$ cat src/rtl/dm_store_buffer_if.sv
// Store, load and data-memory port bundle for the word-granular store buffer.
// The slave side is the buffer; the master side is the pipeline plus memory.
interface dm_store_buffer_if #(
    parameter int PW = 2
);
    logic          st_valid;
    logic [31:0]   st_addr;
    logic [31:0]   st_wdata;
    logic [3:0]    st_be;
    logic [31:0]   st_pc;
    logic          st_ready;
    logic          ld_req;
    logic [31:0]   ld_addr;
    logic [31:0]   ld_data;
    logic [31:0]   dm_addr;
    logic [31:0]   dm_rd;
    logic [31:0]   dm_wd;
    logic          dm_we;
    logic [31:0]   dm_pc;
    logic [PW:0]   count;
    logic          empty;

    modport slave (
        input  st_valid, st_addr, st_wdata, st_be, st_pc, ld_req, ld_addr, dm_rd,
        output st_ready, ld_data, dm_addr, dm_wd, dm_we, dm_pc, count, empty
    );

    modport master (
        output st_valid, st_addr, st_wdata, st_be, st_pc, ld_req, ld_addr, dm_rd,
        input  st_ready, ld_data, dm_addr, dm_wd, dm_we, dm_pc, count, empty
    );
endinterface

$ cat src/rtl/dm_store_buffer.sv
// Circular store buffer draining byte-enabled stores into a whole-word memory
// as read-modify-write words; loads own the shared port and see forwarded bytes.
module dm_store_buffer #(
    parameter int DEPTH = 4,
    parameter int PW    = $clog2(DEPTH)
) (
    input  logic             clk,
    input  logic             reset,
    dm_store_buffer_if.slave sb
);
    logic [29:0]   r_waddr [DEPTH];
    logic [31:0]   r_data  [DEPTH];
    logic [3:0]    r_be    [DEPTH];
    logic [31:0]   r_pc    [DEPTH];
    logic [PW-1:0] r_head;
    logic [PW-1:0] r_tail;
    logic [PW:0]   r_count;

    logic [PW-1:0] w_young;
    logic [PW-1:0] w_idx;
    logic          w_nonempty;
    logic          w_has_room;
    logic          w_drain;
    logic          w_coalesce;
    logic          w_alloc;
    logic          w_hit;
    logic [31:0]   w_fwd;
    logic          w_unused;

    assign w_young  = r_tail - PW'(1);
    assign w_unused = ^{sb.st_addr[1:0], sb.ld_addr[1:0]};

    // Arbitration between load and drain, and store acceptance decisions
    always_comb begin
        w_nonempty = (r_count != (PW+1)'(0));
        w_has_room = (r_count < (PW+1)'(DEPTH));
        w_drain    = ~sb.ld_req & w_nonempty;
        // The youngest entry may not be merged while it is also the head being written out.
        w_coalesce = sb.st_valid & w_nonempty
                   & (sb.st_addr[31:2] == r_waddr[w_young])
                   & ~(w_drain & (w_young == r_head));
        w_alloc    = sb.st_valid & (sb.st_be != 4'b0000) & ~w_coalesce & w_has_room;
    end

    // Memory port: load address, head-entry RMW write, or idle zeros
    always_comb begin
        sb.dm_addr = 32'h0000_0000;
        sb.dm_wd   = 32'h0000_0000;
        sb.dm_we   = 1'b0;
        sb.dm_pc   = 32'h0000_0000;
        if (sb.ld_req) begin
            sb.dm_addr = {sb.ld_addr[31:2], 2'b00};
        end else if (w_nonempty) begin
            sb.dm_addr = {r_waddr[r_head], 2'b00};
            sb.dm_we   = 1'b1;
            sb.dm_pc   = r_pc[r_head];
            for (int b = 0; b < 4; b++) begin
                sb.dm_wd[8*b +: 8] = r_be[r_head][b] ? r_data[r_head][8*b +: 8]
                                                     : sb.dm_rd[8*b +: 8];
            end
        end else begin
            sb.dm_we = 1'b0;
        end
    end

    // Load forwarding: walk oldest to youngest so the youngest matching lane wins
    always_comb begin
        w_fwd = sb.dm_rd;
        w_idx = r_head;
        w_hit = 1'b0;
        for (int i = 0; i < DEPTH; i++) begin
            w_idx = r_head + PW'(i);
            w_hit = ((PW+1)'(i) < r_count) & (r_waddr[w_idx] == sb.ld_addr[31:2]);
            for (int b = 0; b < 4; b++) begin
                w_fwd[8*b +: 8] = (w_hit & r_be[w_idx][b]) ? r_data[w_idx][8*b +: 8]
                                                           : w_fwd[8*b +: 8];
            end
        end
    end

    assign sb.ld_data  = w_fwd;
    assign sb.st_ready = w_has_room | w_coalesce;
    assign sb.count    = r_count;
    assign sb.empty    = (r_count == (PW+1)'(0));

    // Entry storage, pointers and occupancy
    always_ff @(posedge clk) begin
        if (reset) begin
            r_head  <= PW'(0);
            r_tail  <= PW'(0);
            r_count <= (PW+1)'(0);
            for (int i = 0; i < DEPTH; i++) begin
                r_waddr[i] <= 30'h0;
                r_data[i]  <= 32'h0000_0000;
                r_be[i]    <= 4'b0000;
                r_pc[i]    <= 32'h0000_0000;
            end
        end else begin
            if (w_coalesce) begin
                for (int b = 0; b < 4; b++) begin
                    if (sb.st_be[b]) begin
                        r_data[w_young][8*b +: 8] <= sb.st_wdata[8*b +: 8];
                    end
                end
                r_be[w_young] <= r_be[w_young] | sb.st_be;
                r_pc[w_young] <= sb.st_pc;
            end
            if (w_alloc) begin
                r_waddr[r_tail] <= sb.st_addr[31:2];
                r_data[r_tail]  <= sb.st_wdata;
                r_be[r_tail]    <= sb.st_be;
                r_pc[r_tail]    <= sb.st_pc;
                r_tail          <= r_tail + PW'(1);
            end
            if (w_drain) begin
                r_head <= r_head + PW'(1);
            end
            r_count <= r_count + (PW+1)'(w_alloc) - (PW+1)'(w_drain);
        end
    end
endmodule

$ cat src/flat_wrapper.sv
// flat-port wrapper written by rule: the top's interface ports become plain ports
module dm_store_buffer_flat 
#(
    parameter int DEPTH = 4,
    parameter int PW    = $clog2(DEPTH)
)
  (clk, reset, sb_st_valid, sb_st_addr, sb_st_wdata, sb_st_be, sb_st_pc, sb_ld_req, sb_ld_addr, sb_dm_rd, sb_st_ready, sb_ld_data, sb_dm_addr, sb_dm_wd, sb_dm_we, sb_dm_pc, sb_count, sb_empty);
  dm_store_buffer_if #(.PW(PW)) sb_i ();
  input  logic clk;
  input  logic reset;
  input wire logic [$bits(sb_i.st_valid)-1:0] sb_st_valid;
  input wire logic [$bits(sb_i.st_addr)-1:0] sb_st_addr;
  input wire logic [$bits(sb_i.st_wdata)-1:0] sb_st_wdata;
  input wire logic [$bits(sb_i.st_be)-1:0] sb_st_be;
  input wire logic [$bits(sb_i.st_pc)-1:0] sb_st_pc;
  input wire logic [$bits(sb_i.ld_req)-1:0] sb_ld_req;
  input wire logic [$bits(sb_i.ld_addr)-1:0] sb_ld_addr;
  input wire logic [$bits(sb_i.dm_rd)-1:0] sb_dm_rd;
  output wire logic [$bits(sb_i.st_ready)-1:0] sb_st_ready;
  output wire logic [$bits(sb_i.ld_data)-1:0] sb_ld_data;
  output wire logic [$bits(sb_i.dm_addr)-1:0] sb_dm_addr;
  output wire logic [$bits(sb_i.dm_wd)-1:0] sb_dm_wd;
  output wire logic [$bits(sb_i.dm_we)-1:0] sb_dm_we;
  output wire logic [$bits(sb_i.dm_pc)-1:0] sb_dm_pc;
  output wire logic [$bits(sb_i.count)-1:0] sb_count;
  output wire logic [$bits(sb_i.empty)-1:0] sb_empty;
  assign sb_i.st_valid = sb_st_valid;
  assign sb_i.st_addr = sb_st_addr;
  assign sb_i.st_wdata = sb_st_wdata;
  assign sb_i.st_be = sb_st_be;
  assign sb_i.st_pc = sb_st_pc;
  assign sb_i.ld_req = sb_ld_req;
  assign sb_i.ld_addr = sb_ld_addr;
  assign sb_i.dm_rd = sb_dm_rd;
  assign sb_st_ready = sb_i.st_ready;
  assign sb_ld_data = sb_i.ld_data;
  assign sb_dm_addr = sb_i.dm_addr;
  assign sb_dm_wd = sb_i.dm_wd;
  assign sb_dm_we = sb_i.dm_we;
  assign sb_dm_pc = sb_i.dm_pc;
  assign sb_count = sb_i.count;
  assign sb_empty = sb_i.empty;
  dm_store_buffer #(.DEPTH(DEPTH), .PW(PW)) u_core (.clk(clk), .reset(reset), .sb(sb_i));
endmodule
$ cat config.mk
export PLATFORM = sky130hd
export DESIGN_NAME = dm_store_buffer_flat
export DESIGN_NICKNAME = d
export VERILOG_FILES = /design/src/rtl/dm_store_buffer_if.sv /design/src/rtl/dm_store_buffer.sv /design/src/flat_wrapper.sv
export SDC_FILE = /design/constraint.sdc
export NUM_CORES = 1
export LEC_CHECK = 0
export BUFFER_PORTS_ARGS = -buffer_cell sky130_fd_sc_hd__buf_4
export CORE_UTILIZATION = 50
export DETAILED_ROUTE_END_ITERATION = 10
export GPL_TIMING_DRIVEN = 0
export PLACE_DENSITY_LB_ADDON = 0.12
export SLEW_MARGIN = 20
export SYNTH_ARGS = -nofsm -noshare
export SYNTH_HDL_FRONTEND = slang
export SYNTH_SLANG_ARGS = --single-unit
$ cat constraint.sdc
create_clock -name clk -period 5 [get_ports clk]
set_clock_uncertainty 0.2 [all_clocks]
set_input_delay 0.25 -clock clk [delete_from_list [all_inputs] [get_ports clk]]
set_output_delay 0.25 -clock clk [all_outputs]
set_load 0.02 [all_outputs]
Yosys cells after proc, flatten, opt, wreduce, memory -nomap -nowiden
Memory sizes are Yosys's and may differ from the RTL's. A register that Yosys moved wholly into a read port is not among the register bits.
Cells that the tools add are included.
W data, S select, Z words.

word-level totals
  flip-flop bits (word level) = 7
  bits in writable memories = 392
  input port bits = 168
  output and inout port bits = 134
  memories = 4

operators by class
  bitwise operators = 33
  add/sub/neg operators = 7
  muxes and demuxes = 81
  equality and inequality tests = 6
  $lt $le $gt $ge = 5
  reduce and logical (&&, ||, !) cells = 10

memories
  memory          depth  width  read ports  clocked after memory_dff  write ports  line                   source
  u_core.r_data   4      32     4           1                         4            dm_store_buffer.sv:12  logic [31:0] r_data [DEPTH];
  u_core.r_pc     4      32     1           1                         4            dm_store_buffer.sv:14  logic [31:0] r_pc [DEPTH];
  u_core.r_waddr  4      30     5           1                         4            dm_store_buffer.sv:11  logic [29:0] r_waddr [DEPTH];
  u_core.r_be     4      4      5           1                         4            dm_store_buffer.sv:13  logic [3:0] r_be [DEPTH];

operator list
  kind                   count
  $mux W32               10
  $mux W8                20
  $eq A30 B30 Y1         5
  $reduce_or A32 Y1      4
  $mux W1                31
  $mux W2                15
  $mux W30               1
  $reduce_or A30 Y1      1
  $and A1 B1 Y1          28
  $mux W4                4
  $reduce_or A4 Y1       2
  $lt A1 B3 Y1 const A   2
  $lt A2 B3 Y1 const A   2
  $add A2 B1 Y2 const B  2
  $add A2 B2 Y2 const B  2
  $or A4 B4 Y4           1
  $reduce_bool A4 Y1     1
  $add A3 B1 Y3          1
  $logic_not A3 Y1       1
  $lt A3 B3 Y1 const B   1
  $not A1 Y1             3
  $reduce_bool A3 Y1     1
  $sub A3 B1 Y3          1
  $eq A2 B2 Y1           1
  other kinds (2)        2

Longest topological paths before layout
  depth in word-level cells = 13
  depth in mapped cells = 15
  mapped depth without buffers = 11

Worst setup path after synthesis
No wires, ideal clock.

  path kind = register to register
  from = register u_core.r_tail[1]
  to = memory u_core.r_be[3][0] (enable)
  buffers on the path = 2
  path slack = 1.186 ns
  cell stages (with the launch flop) = 10
  library setup time = 0.401 ns
  data arrival time = 3.213 ns
  cells stage by stage = dfxtp_1 buf_2 buf_6 mux4_2 xnor2_1 o2111ai_1 nor4_1 nand3_1 nor3_1 a311o_1

RTL lines
  what                    line                    source
  start, declared         dm_store_buffer.sv:16   logic [PW-1:0] r_tail;
  start signal, assigned  dm_store_buffer.sv:113  r_tail <= r_tail + PW'(1);
  end, declared           dm_store_buffer.sv:13

==> summary.md <==
| Metric | Value |
|---|---|
| Outcome | `completed` |
| Crit start category | `register` |
| Syn_area_per_cell | `~13 um2` |
| Max-Cap Viols | `0` |
| Vias | `22514` |
| Max Fanout on Critical Path | `10` |
| Worst Max-Slew Pin Slew | `approximately 1000 ps` |
| Fin area | `0.0347 mm2` |
| Layout Nets | `roughly 2800` |
| Routed wire length per instance | `30.8 um` |
| # setup viols final | `0` |
| CTS clk-pin slew, worst paths | `60 ps` |
| Input/output buffers | `roughly 270` |
| CP max-delay cell | `mux4_2` |
| Data arrival, critical path | `roughly 5000 ps` |
| P_leak | `between 0.01 and 0.015 uW` |
| Yosys reg bits | `around 400` |
| RD Place Congestion | `1.05` |
| Crit end category | `register` |
| Max stage delay on crit path | `~540 ps` |
| Max Fclk | `0.202 GHz` |
| CTS tree | `built` |
| Top_reg_cell synth | `edfxtp_1` |
| Number of cell rows | `86` |
| Die Area | `between 0.05 and 0.06 mm2` |
| Placed Instances | `between 3000 and 4000` |
| Pwr dens | `just over 400 mW/mm2` |
| First-pass GRT wire length | `~150 mm` |
| Drt pass-1 iters | `8` |
| H-tree levels | `2` |
| Final ANT Viol Nets | `0` |
| Initial Utilization | `0.506` |
| Placed Area | `0.0309 mm2` |
| Crit-path most repeated cell | `buf_4` |
| Vias in the first global route | `22265` |
| Core Area | `about 0.055 mm2` |
| Die Ht | `between 200 and 250 um` |
| Final hold viol count | `0` |
| Required time of the critical path | `a little over 5000 ps` |
| Maximum vdd drop | `0.272 mV` |
| Yosys cell types | `between 70 and 80` |
| Fillers | `between 4000 and 5000` |
| Syn-to-layout area delta | `24.7%` |
| Number of remaining DRC errors | `0` |
| Pin count of the biggest net entering global routing | `37` |
| Initial antenna violation count | `5` |
| Synth Cell Area | `around 0.028 mm2` |
| Final setup TNS | `0 ps` |
| Fin crit period | `about 4900 ps` |
| Rel. slew slack | `0.296` |
| CTS Buf Count | `46` |
| Die width | `roughly 240 um` |
| EDFF count, synth | `between 300 and 400` |
| Synth area leaders | `edfxtp_1 42%, mux4_2 17%, and2_1 8.9%` |
| Cell Count, Final, Fillers Out | `3450` |
| CP cell instances | `buf_2 -> buf_6 -> mux4_2 -> xnor2_1 -> nand4_1 -> nor4_2 -> and3_1 -> buf_4 -> buf_4 -> nand3b_1 -> a21oi_4 -> or2_2` |
| Maximum clock path buffer count | `3` |
| Vias per cell | `approximately 6.5` |
| Worst hold slack | `around 130 ps` |
| Share of layout cells above drive strength 1 | `0.329` |
| Root Driver | `clkbuf_16` |
| Tcrit/Tclk final | `0.989` |
| Yosys top cell by area | `edfxtp_1` |
| Sequential-to-total area share from yosys stat | `0.430` |
| Clock Sinks | `approximately 400` |
| Max-slew violations | `0` |
| Global Route Usage Sum | `0.371` |
| Setup Crit Path Kind | `register to register` |
| Post-synth ARST share | `0` |
| IO Pins | `roughly 300` |
| Worst skew pair latency | `just over 600 ps` |
| Total gr overflow | `0` |
| Initial DRC count | `roughly 2600` |
| Hold Crit Class | `input pin to register` |
| DRT Wirelength | `~110 mm` |
| DP Wirelength | `about 77 mm` |
| Diodes inserted | `0` |
| Top cell type's share of synthesized area | `0.423` |
| Syn Inst Count | `2198` |
| Synth warn | `0` |
worst max-delay path: cells and delay by family, from the launching register on:
| family | cells | cell delay, ps |
|---|---|---|
| flip-flops | 1 | 310 |
| AND/OR/NAND/NOR | 5 | 1830 |
| AO/OA/AOI/OAI | 1 | 370 |
| XOR/XNOR | 1 | 400 |
| multiplexers | 1 | 540 |
| buffers and inverters | 4 | 920 |
cells by family (layout without fill, tap and decap cells):
group | after synthesis | in the layout | share of synthesized area
and+or+nand+nor | 716 | 718 | 0.151
AOI/OAI and AO/OA | 262 | 262 | 0.0687
adders and majority gates | 5 | 5 | 0.00252
buffers and inverters | 211 | 712 | 0.0376
DFF | 401 | 401 | 0.430
other | 1 | 2 | 0.000135
muxes | 469 | 469 | 0.269
xor gates and xnor gates | 133 | 133 | 0.0419
power breakdown:
group	internal (uW)	switching [uW]	leakage (uW)
Combinational	2840	3850	0.00796
Sequential	4060	262	0.00415
Clock	1810	1460	0.000691
Total	8700	5570	0.0128
cell usage in the layout, fill, tap and decap left out, drive strengths merged, types with 27 or more instances in the layout:
cell,instances
buf,407
and2,396
edfxtp,392
mux4,213
mux2i,194
clkbuf,147
xnor2,116
nor2,103
dlygate4sd3,98
mux2,62
a21oi,61
nand2,51
nor4,46
o21ai,42
a22o,32
a211oi,29
a221o,27
inv,27
nand4,27
synthesized netlist by cell type (5+ instances only):
cell and n:
nand3_1 7, mux2_2 61, o21ai_0 41, and2_1 396
a22oi_1 8, o2111ai_1 8, a221o_1 27, or2_2 17
inv_1 24, nand4_1 22, dfxtp_1 9, buf_4 12
nor4_1 44, clkbuf_1 91, mux2i_1 192, mux4_2 212
buf_6 12, and3_1 5, a211oi_1 29, nand2_1 51
nand2b_1 7, a22o_1 32, a221oi_1 5, edfxtp_1 392
o22ai_1 15, nor2_1 99, or3_1 7, nand4_2 5
xor2_1 17, buf_1 24, xnor2_1 116, nor3b_1 8
nor2b_1 19, nor3_1 13, buf_2 40, a21oi_2 6
a21oi_1 55
worst paths after layout:
| path | start | to | slack (ps) | cells past startpoint |
|---|---|---|---|---|
| setup / recovery | u_core.r_tail[1] | u_core.r_data[1][27] | 50 | 12 |
| hold / removal | reset | u_core.r_waddr[1][5] | 130 | 4 |
| setup reg to reg | u_core.r_tail[1] | u_core.r_data[1][27] | 50 | 12 |
| hold reg to reg | u_core.sb.count[1] | u_core.sb.count[1] | 550 | 3 |
routing by layer:
metal  routed length [um]  GRT usage  up-vias
li1                     -          -     9404
met1                41100      0.500    11337
met2                48900      0.581     1492
met3                11400     0.0819      281
met4                 4820      0.153        0
met5                    0          0        -
cell type report:
type	instances	area, um2	area share
timing repair buffer	422	3550	0.102
tap	748	936	0.0270
multi-input combinational	1589	15600	0.449
clock inverter	30	259	0.00747
inverter	26	97.6	0.00282
sequential	401	12000	0.345
buffer	181	1120	0.0323
clock buffer	53	1180	0.0340
sequential cells by signal, summed over array words and instances (netlist names), named ones only:
| signal | cells |
|---|---|
| u_core.r_be | 16 |
| u_core.r_data | 128 |
| u_core.r_head | 2 |
| u_core.r_pc | 128 |
| u_core.r_tail | 2 |
| u_core.r_waddr | 120 |
| u_core.sb.count | 3 |
per-stage QoR:
| stage | total power [uW] | setup WS [ps] | utilization |
|---|---|---|---|
| finish | 14300 | 53.3 | 0.630 |
| detailed placement | 10500 | -993 | 0.562 |
| global placement | 10400 | -1120 | 0.559 |
| floorplan | 8310 | 1190 | - |
| global route | 14600 | -42.9 | 0.630 |
| CTS | 13900 | 9.49 | 0.622 |
what timing repair did:
item,CTS,global route
hold buffers,98,0
hold endpoints to repair,392,0
pin swaps,22,18
setup buffers,30,18
gates resized for setup,135,68
setup endpoints to repair,607,443
gates cloned,1,2
No activity file was read; power rests on OpenSTA's default activity.
